$ cat config.mk
export PLATFORM = sky130hd
export DESIGN_NAME = motor_drive_seq
export DESIGN_NICKNAME = d
export VERILOG_FILES = /design/src/rtl/motor_drv_pkg.sv /design/src/rtl/motor_pwm_gen.sv /design/src/rtl/motor_drive_seq.sv
export SDC_FILE = /design/constraint.sdc
export NUM_CORES = 1
export LEC_CHECK = 0
export CORE_MARGIN = 4
export CORE_UTILIZATION = 59
export CTS_BUF_LIST = sky130_fd_sc_hd__clkbuf_4 sky130_fd_sc_hd__clkbuf_8
export CTS_CLUSTER_DIAMETER = 50
export DETAILED_ROUTE_END_ITERATION = 8
export PLACE_DENSITY = 0.82
export SKIP_CTS_REPAIR_TIMING = 1
export SLEW_MARGIN = 15
export SYNTH_ARGS = -nofsm -noshare
export SYNTH_HDL_FRONTEND = slang
export SYNTH_HIERARCHICAL = 1
export SYNTH_SLANG_ARGS = --single-unit
$ cat constraint.sdc
create_clock -name clk -period 2.3 [get_ports clk]
set_input_delay 0.345 -clock clk [delete_from_list [all_inputs] [get_ports clk]]
set_output_delay 0.345 -clock clk [all_outputs]
set_load 0.05 [all_outputs]
$ cat src/rtl/motor_drv_pkg.sv
// Motor drive sequencer shared definitions.
// Holds the sequencer state encoding and the default parameter values used by
// motor_drive_seq and motor_pwm_gen.
package motor_drv_pkg;

  localparam int DUTY_W_DEF   = 8;    // duty / PWM counter width
  localparam int MAX_DUTY_DEF = 200;  // full-run duty
  localparam int RAMP_DIV_DEF = 4;    // cycles per duty step while ramping
  localparam int QUAL_CYC_DEF = 3;    // consecutive grant cycles needed to start

  typedef enum logic [2:0] {
    ST_IDLE,
    ST_ARMED,
    ST_RAMP,
    ST_RUN,
    ST_RAMPDN,
    ST_DONE
  } state_e;

endpackage

$ cat src/rtl/motor_pwm_gen.sv
// Free-running PWM generator.
// A DUTY_W-bit counter wraps every 2^DUTY_W cycles; the registered output is
// high while the counter is below the duty value, so duty=k gives k high
// cycles per period and duty=0 gives a constant low.
// Ports:
//   clk    - clock, rising edge
//   resetn - asynchronous active-low reset
//   duty   - duty value
//   pwm    - registered PWM output
module motor_pwm_gen
  import motor_drv_pkg::*;
#(
  parameter int DUTY_W = DUTY_W_DEF
) (
  input  logic              clk,
  input  logic              resetn,
  input  logic [DUTY_W-1:0] duty,
  output logic              pwm
);

  logic [DUTY_W-1:0] cnt_q;
  logic              pwm_q;

  always_ff @(posedge clk or negedge resetn) begin
    if (!resetn) begin
      cnt_q <= '0;
      pwm_q <= 1'b0;
    end else begin
      cnt_q <= cnt_q + DUTY_W'(1);
      pwm_q <= (cnt_q < duty);
    end
  end

  assign pwm = pwm_q;

endmodule

$ cat src/rtl/motor_drive_seq.sv
// Motor drive sequencer: arms on a start pulse, qualifies the drive grant,
// ramps the duty up to MAX_DUTY, holds it, then ramps down to zero and parks.
// Optional macro: MOTOR_DRV_QUAL_EN - when defined, the grant must be high for
// QUAL_CYC consecutive cycles in ARMED before ramping; when undefined any
// single grant-high sample starts the ramp.
// Ports:
//   clk     - clock, rising edge
//   resetn  - asynchronous active-low reset (abandons the sequence at once)
//   f       - one-cycle start pulse
//   g       - drive grant level
//   pwm     - PWM drive output
//   duty    - current duty value
//   running - high in RUN
//   ramping - high in RAMP or RAMPDN
//   done    - high in DONE
//
// state  | meaning
// IDLE   | waiting for start pulse f
// ARMED  | waiting for a qualified grant
// RAMP   | duty stepping up once per RAMP_DIV cycles
// RUN    | duty held at MAX_DUTY until the grant drops
// RAMPDN | duty stepping down once per RAMP_DIV cycles
// DONE   | parked at duty 0 until reset
module motor_drive_seq
  import motor_drv_pkg::*;
#(
  parameter int DUTY_W   = DUTY_W_DEF,
  parameter int MAX_DUTY = MAX_DUTY_DEF,
  parameter int RAMP_DIV = RAMP_DIV_DEF,
  parameter int QUAL_CYC = QUAL_CYC_DEF
) (
  input  logic              clk,
  input  logic              resetn,
  input  logic              f,
  input  logic              g,
  output logic              pwm,
  output logic [DUTY_W-1:0] duty,
  output logic              running,
  output logic              ramping,
  output logic              done
);

  if (MAX_DUTY < 1 || MAX_DUTY > (2**DUTY_W) - 1 || RAMP_DIV < 1 || QUAL_CYC < 1)
  begin : g_param_check
    $error("motor_drive_seq: parameter out of range");
  end

  localparam int                DIV_W    = (RAMP_DIV > 1) ? $clog2(RAMP_DIV) : 1;
  localparam logic [DIV_W-1:0]  DIV_TC   = DIV_W'(RAMP_DIV - 1);
  localparam logic [DUTY_W-1:0] DUTY_MAX = DUTY_W'(MAX_DUTY);
  localparam logic [DUTY_W-1:0] DUTY_ONE = DUTY_W'(1);

  state_e            state_q, state_d;
  logic [DUTY_W-1:0] duty_q, duty_d;
  logic [DIV_W-1:0]  div_q, div_d;
  logic              qual_done;

`ifdef MOTOR_DRV_QUAL_EN
  localparam int               QUAL_W  = (QUAL_CYC > 1) ? $clog2(QUAL_CYC) : 1;
  localparam logic [QUAL_W-1:0] QUAL_TC = QUAL_W'(QUAL_CYC - 1);

  logic [QUAL_W-1:0] qual_q, qual_d;

  // Counts consecutive grant-high samples in ARMED; any low sample restarts it.
  always_comb begin
    qual_d = '0;
    if (state_q == ST_ARMED && g && qual_q != QUAL_TC) begin
      qual_d = qual_q + QUAL_W'(1);
    end
  end

  assign qual_done = g && (qual_q == QUAL_TC);

  always_ff @(posedge clk or negedge resetn) begin
    if (!resetn) qual_q <= '0;
    else         qual_q <= qual_d;
  end
`else
  assign qual_done = g;
`endif

  always_comb begin
    state_d = state_q;
    duty_d  = duty_q;
    div_d   = '0;
    unique case (state_q)
      ST_IDLE: begin
        if (f) state_d = ST_ARMED;
      end
      ST_ARMED: begin
        if (qual_done) state_d = ST_RAMP;
      end
      ST_RAMP: begin
        // A grant drop wins over a pending step; the divider restarts for the ramp-down.
        if (!g) begin
          state_d = (duty_q == '0) ? ST_DONE : ST_RAMPDN;
        end else if (div_q == DIV_TC) begin
          if (duty_q != DUTY_MAX) duty_d = duty_q + DUTY_ONE;
          if (duty_q >= DUTY_MAX - DUTY_ONE) state_d = ST_RUN;
        end else begin
          div_d = div_q + DIV_W'(1);
        end
      end
      ST_RUN: begin
        duty_d = DUTY_MAX;
        if (!g) state_d = ST_RAMPDN;
      end
      ST_RAMPDN: begin
        if (duty_q == '0) begin
          state_d = ST_DONE;
        end else if (div_q == DIV_TC) begin
          duty_d = duty_q - DUTY_ONE;
          if (duty_q == DUTY_ONE) state_d = ST_DONE;
        end else begin
          div_d = div_q + DIV_W'(1);
        end
      end
      ST_DONE: begin
        duty_d = '0;
      end
      default: begin
        state_d = ST_IDLE;
        duty_d  = '0;
      end
    endcase
  end

  always_ff @(posedge clk or negedge resetn) begin
    if (!resetn) begin
      state_q <= ST_IDLE;
      duty_q  <= '0;
      div_q   <= '0;
    end else begin
      state_q <= state_d;
      duty_q  <= duty_d;
      div_q   <= div_d;
    end
  end

  motor_pwm_gen #(
    .DUTY_W(DUTY_W)
  ) u_pwm (
    .clk   (clk),
    .resetn(resetn),
    .duty  (duty_q),
    .pwm   (pwm)
  );

  assign duty    = duty_q;
  assign running = (state_q == ST_RUN);
  assign ramping = (state_q == ST_RAMP) || (state_q == ST_RAMPDN);
  assign done    = (state_q == ST_DONE);

endmodule

==> load_flow_metrics.sql, run 1 <==
INSERT INTO impl_metrics (metric_group, metric, value, unit) VALUES
('status', 'outcome', 'complete, no violations', ''),
('setup_path', 'critPathKind', 'reg -> out', ''),
('sta', 'final.period_utilization', '94.3', '%'),
('worst_hold_path', 'hp-class', 'in -> async', ''),
('synthesis', 'synth-main-ff-cell', 'dfrtp_1', ''),
('power_and_ir_drop', 'cellLeakagePower', '0.000837', 'µW'),
('route', 'via_count', '1438', ''),
('route', 'drt-vias-per-instance', '6.33', ''),
('floorplanning', 'floorplan.die_area', '0.00369', 'mm²'),
('sta', 'worst_tran_pin_value', '0.509', 'ns'),
('setup_path', 'crit_chain', 'buf_4 > clkdlybuf4s50_1', ''),
('finish', 'area_growth_syn_to_layout', '16.3', '%'),
('route', 'drt_drc_violations_left', '0', ''),
('synthesis', 'synthesis.area_per_instance', '9.21', 'µm²'),
('route', 'dr.pass1.iters', '4', ''),
('placed_design', 'gpl.final_weighted_congestion', '0.894', ''),
('sta', 'final_hold_viol_count', '0', ''),
('sta', 'number_of_pins_with_negative_max_slew_slack_in_the_final_report', '0', ''),
('synthesis', 'synth.net_count', '195', ''),
('setup_path', 'worstPathMaxFanout', '8', ''),
('placed_design', 'dp_hpwl', '2910', 'µm'),
('synthesis', 'gate_count_of_the_mapped_netlist', '178', ''),
('setup_path', 'worstPathBufferInverterCount', '2', ''),
('clock_tree', 'cts_root_buf', 'clkbuf_4', ''),
('run', 'drv_cap', '0', ''),
('floorplanning', 'core.rowCount', '18', ''),
('setup_path', 'path_delay_family', 'buffers and inverters', ''),
('finish', 'diode_count', '0', ''),
('floorplanning', 'placeable_core_area', '0.00257', 'mm²'),
('clock_tree', 'clkSinkCount', '22', ''),
('setup_path', 'crit-reg2reg-launch', 'duty[2]$_DFFE_PN0P_', ''),
('grt', 'grt_overflow_total', '0', ''),
('sta', 'timing.max_slew.rel_slack', '66.0', '%'),
('synthesis', 'synth-edff-count', '0', ''),
('clock_tree', 'cts_htree_levels', '1', ''),
('clock_tree', 'clock_tree_from_tritoncts', 'built', ''),
('synthesis', 'yosys.area.top_type_share', '33.6', '%'),
('synthesis', 'yosysWarningCount', '6', ''),
('finish', 'layout-drive-gt1-share', '17.8', '%'),
('sta', 'final.min_clock_period', '2.17', 'ns'),
('sta', 'max_clock_freq', '461', 'MHz'),
('clock_tree', 'clock_insertion_delay_at_the_later_pin_of_the_skew_report', '0.31', 'ns'),
('grt', 'vias_in_the_first_global_route', '1394', ''),
('synthesis', 'synth_seq_area_share', '33.6', '%'),
('sta', 'final_setup_violation_count', '0', ''),
('sta', 'finalSetupTns', '0', 'ns'),
('route', 'first_iter_violations', '56', ''),
('sta', 'grt_setup_unrepaired', 'false', ''),
('floorplanning', 'die-width', '60.7', 'µm'),
('sta', 'final.setup_skew', '0.00685', 'ns'),
('setup_path', 'critPathRequiredTime', '1.96', 'ns'),
('power_and_ir_drop', 'powerDensity', '1260', 'mW/mm²'),
('clock_tree', 'cts.reportedPaths.clkPinSlew', '0.14', 'ns'),
('setup_path', 'timing.critical_path.arrival', '1.82', 'ns'),
('setup_path', 'startpoint_type', 'register', ''),
('grt', 'grt.total_usage', '23.3', '%'),
('placed_design', 'place_ws', '0.204', 'ns'),
('finish', 'n_fill_cell', '206', ''),
('placed_design', 'port_buffers', '15', ''),
('synthesis', 'main_area_contributors_after_synthesis', 'dfrtp_1 (34%), ha_1 (9.9%), a21oi_1 (3.7%), inv_1 (3.2%), nand2_1 (3.2%)', ''),
('finish', 'layout.nets', '215', ''),
('floorplanning', 'initial_core_util', '63.8', '%'),
('route', 'final_wirelength', '3840', 'µm'),
('setup_path', 'worstSetupEndpointType', 'primary output', ''),
('setup_path', 'cp_slowest_stage_delay', '0.80', 'ns'),
('finish', 'mostFrequentLayoutCells', 'dfrtp_1 (20), inv_1 (14), nand2_1 (14)', ''),
('clock_tree', 'num_cts_buffers', '3', ''),
('clock_tree', 'max-clock-path-buffers', '2', ''),
('grt', 'grt_first_pass_wirelength', '6400', 'µm'),
('route', 'antenna_left', '0', ''),
('synthesis', 'synthArstFlopShare', '100', '%');
## state kept, by name, summed over array words and instances (netlist names)
signal,cells
u_pwm/cnt_q,8
state_q,3
duty,8
u_pwm/pwm,1
div_q,2
## Yosys cell counts, types with 3 or more instances
cell type / number
dfrtp_1: 22
mux2_1: 3
nor3_1: 4
nor2_1: 9
mux2_2: 3
xor2_1: 5
a22o_1: 3
a21oi_1: 12
nand2b_1: 3
buf_2: 6
inv_1: 14
nand3_1: 6
or3_1: 3
a31oi_1: 5
xnor2_1: 3
nand2_1: 14
o21ai_0: 8
ha_1: 13
## logic make-up (layout without fill, tap and decap cells)
family | Yosys count | in the layout | share of synthesized area (%)
DFF | 22 | 22 | 33.6
AOI/OAI and AO/OA | 46 | 46 | 20.3
and+or+nand+nor | 59 | 59 | 21.1
buffers and inverters | 24 | 43 | 6.64
xor gates and xnor gates | 8 | 8 | 4.27
muxes | 6 | 6 | 4.12
adders and majority gates | 13 | 13 | 9.92
## per-stage QoR
stage               cell area (µm²)  utilization [%]  std cells  hold WS, ns  total power [µW]
floorplan                      1640                -        178       0.0494              1630
global placement               1850             72.2        223        0.418              2020
detailed placement             1850             72.2        223        0.423              2070
CTS                            1910             74.2        227        0.376              2380
global route                   1910             74.2        227        0.375              2540
finish                         1910             74.2        227        0.356              2390
## power breakdown
group | internal [µW] | leakage, µW | switching [µW]
Combinational | 619 | 0.000530 | 858
Clock | 176 | 0.0000279 | 128
Sequential | 467 | 0.000280 | 146
Total | 1260 | 0.000837 | 1130
## routing by layer
layer | wire length, µm | vias up | track usage (%)
met2 | 1680 | 81 | 35.6
met4 | 57 | 0 | 8.05
met5 | 0 | - | 0
met3 | 406 | 8 | 3.62
li1 | - | 679 | -
met1 | 1690 | 670 | 33.5
## final timing paths
path | cells after the start | to
setup / recovery | 2 | duty[6]
setup reg to reg | 5 | state_q[0]$_DFFE_PN0P_
min in group clk | 1 | div_q[0]$_DFF_PN0_
hold / removal | 2 | state_q[0]$_DFFE_PN0P_
max in group asynchronous | 2 | duty[1]$_DFFE_PN0P_
hold reg to reg | 1 | div_q[0]$_DFF_PN0_
## area by class of cell
class | instances | area [µm²] | area share [%]
multi-input combinational | 132 | 980 | 51.4
sequential | 22 | 553 | 29.0
timing repair buffer | 25 | 230 | 12.1
inverter | 14 | 52.6 | 2.76
tap | 30 | 37.5 | 1.97
clock inverter | 1 | 30.0 | 1.58
clock buffer | 3 | 22.5 | 1.18
(Power assumes the default switching activity.)
==> run 2, diff against run 1 <==
CTS_CLUSTER_SIZE = 40   (was not set)
==> results of run 2 <==
Final layout, timing and power as in run 1 (identical DEF).
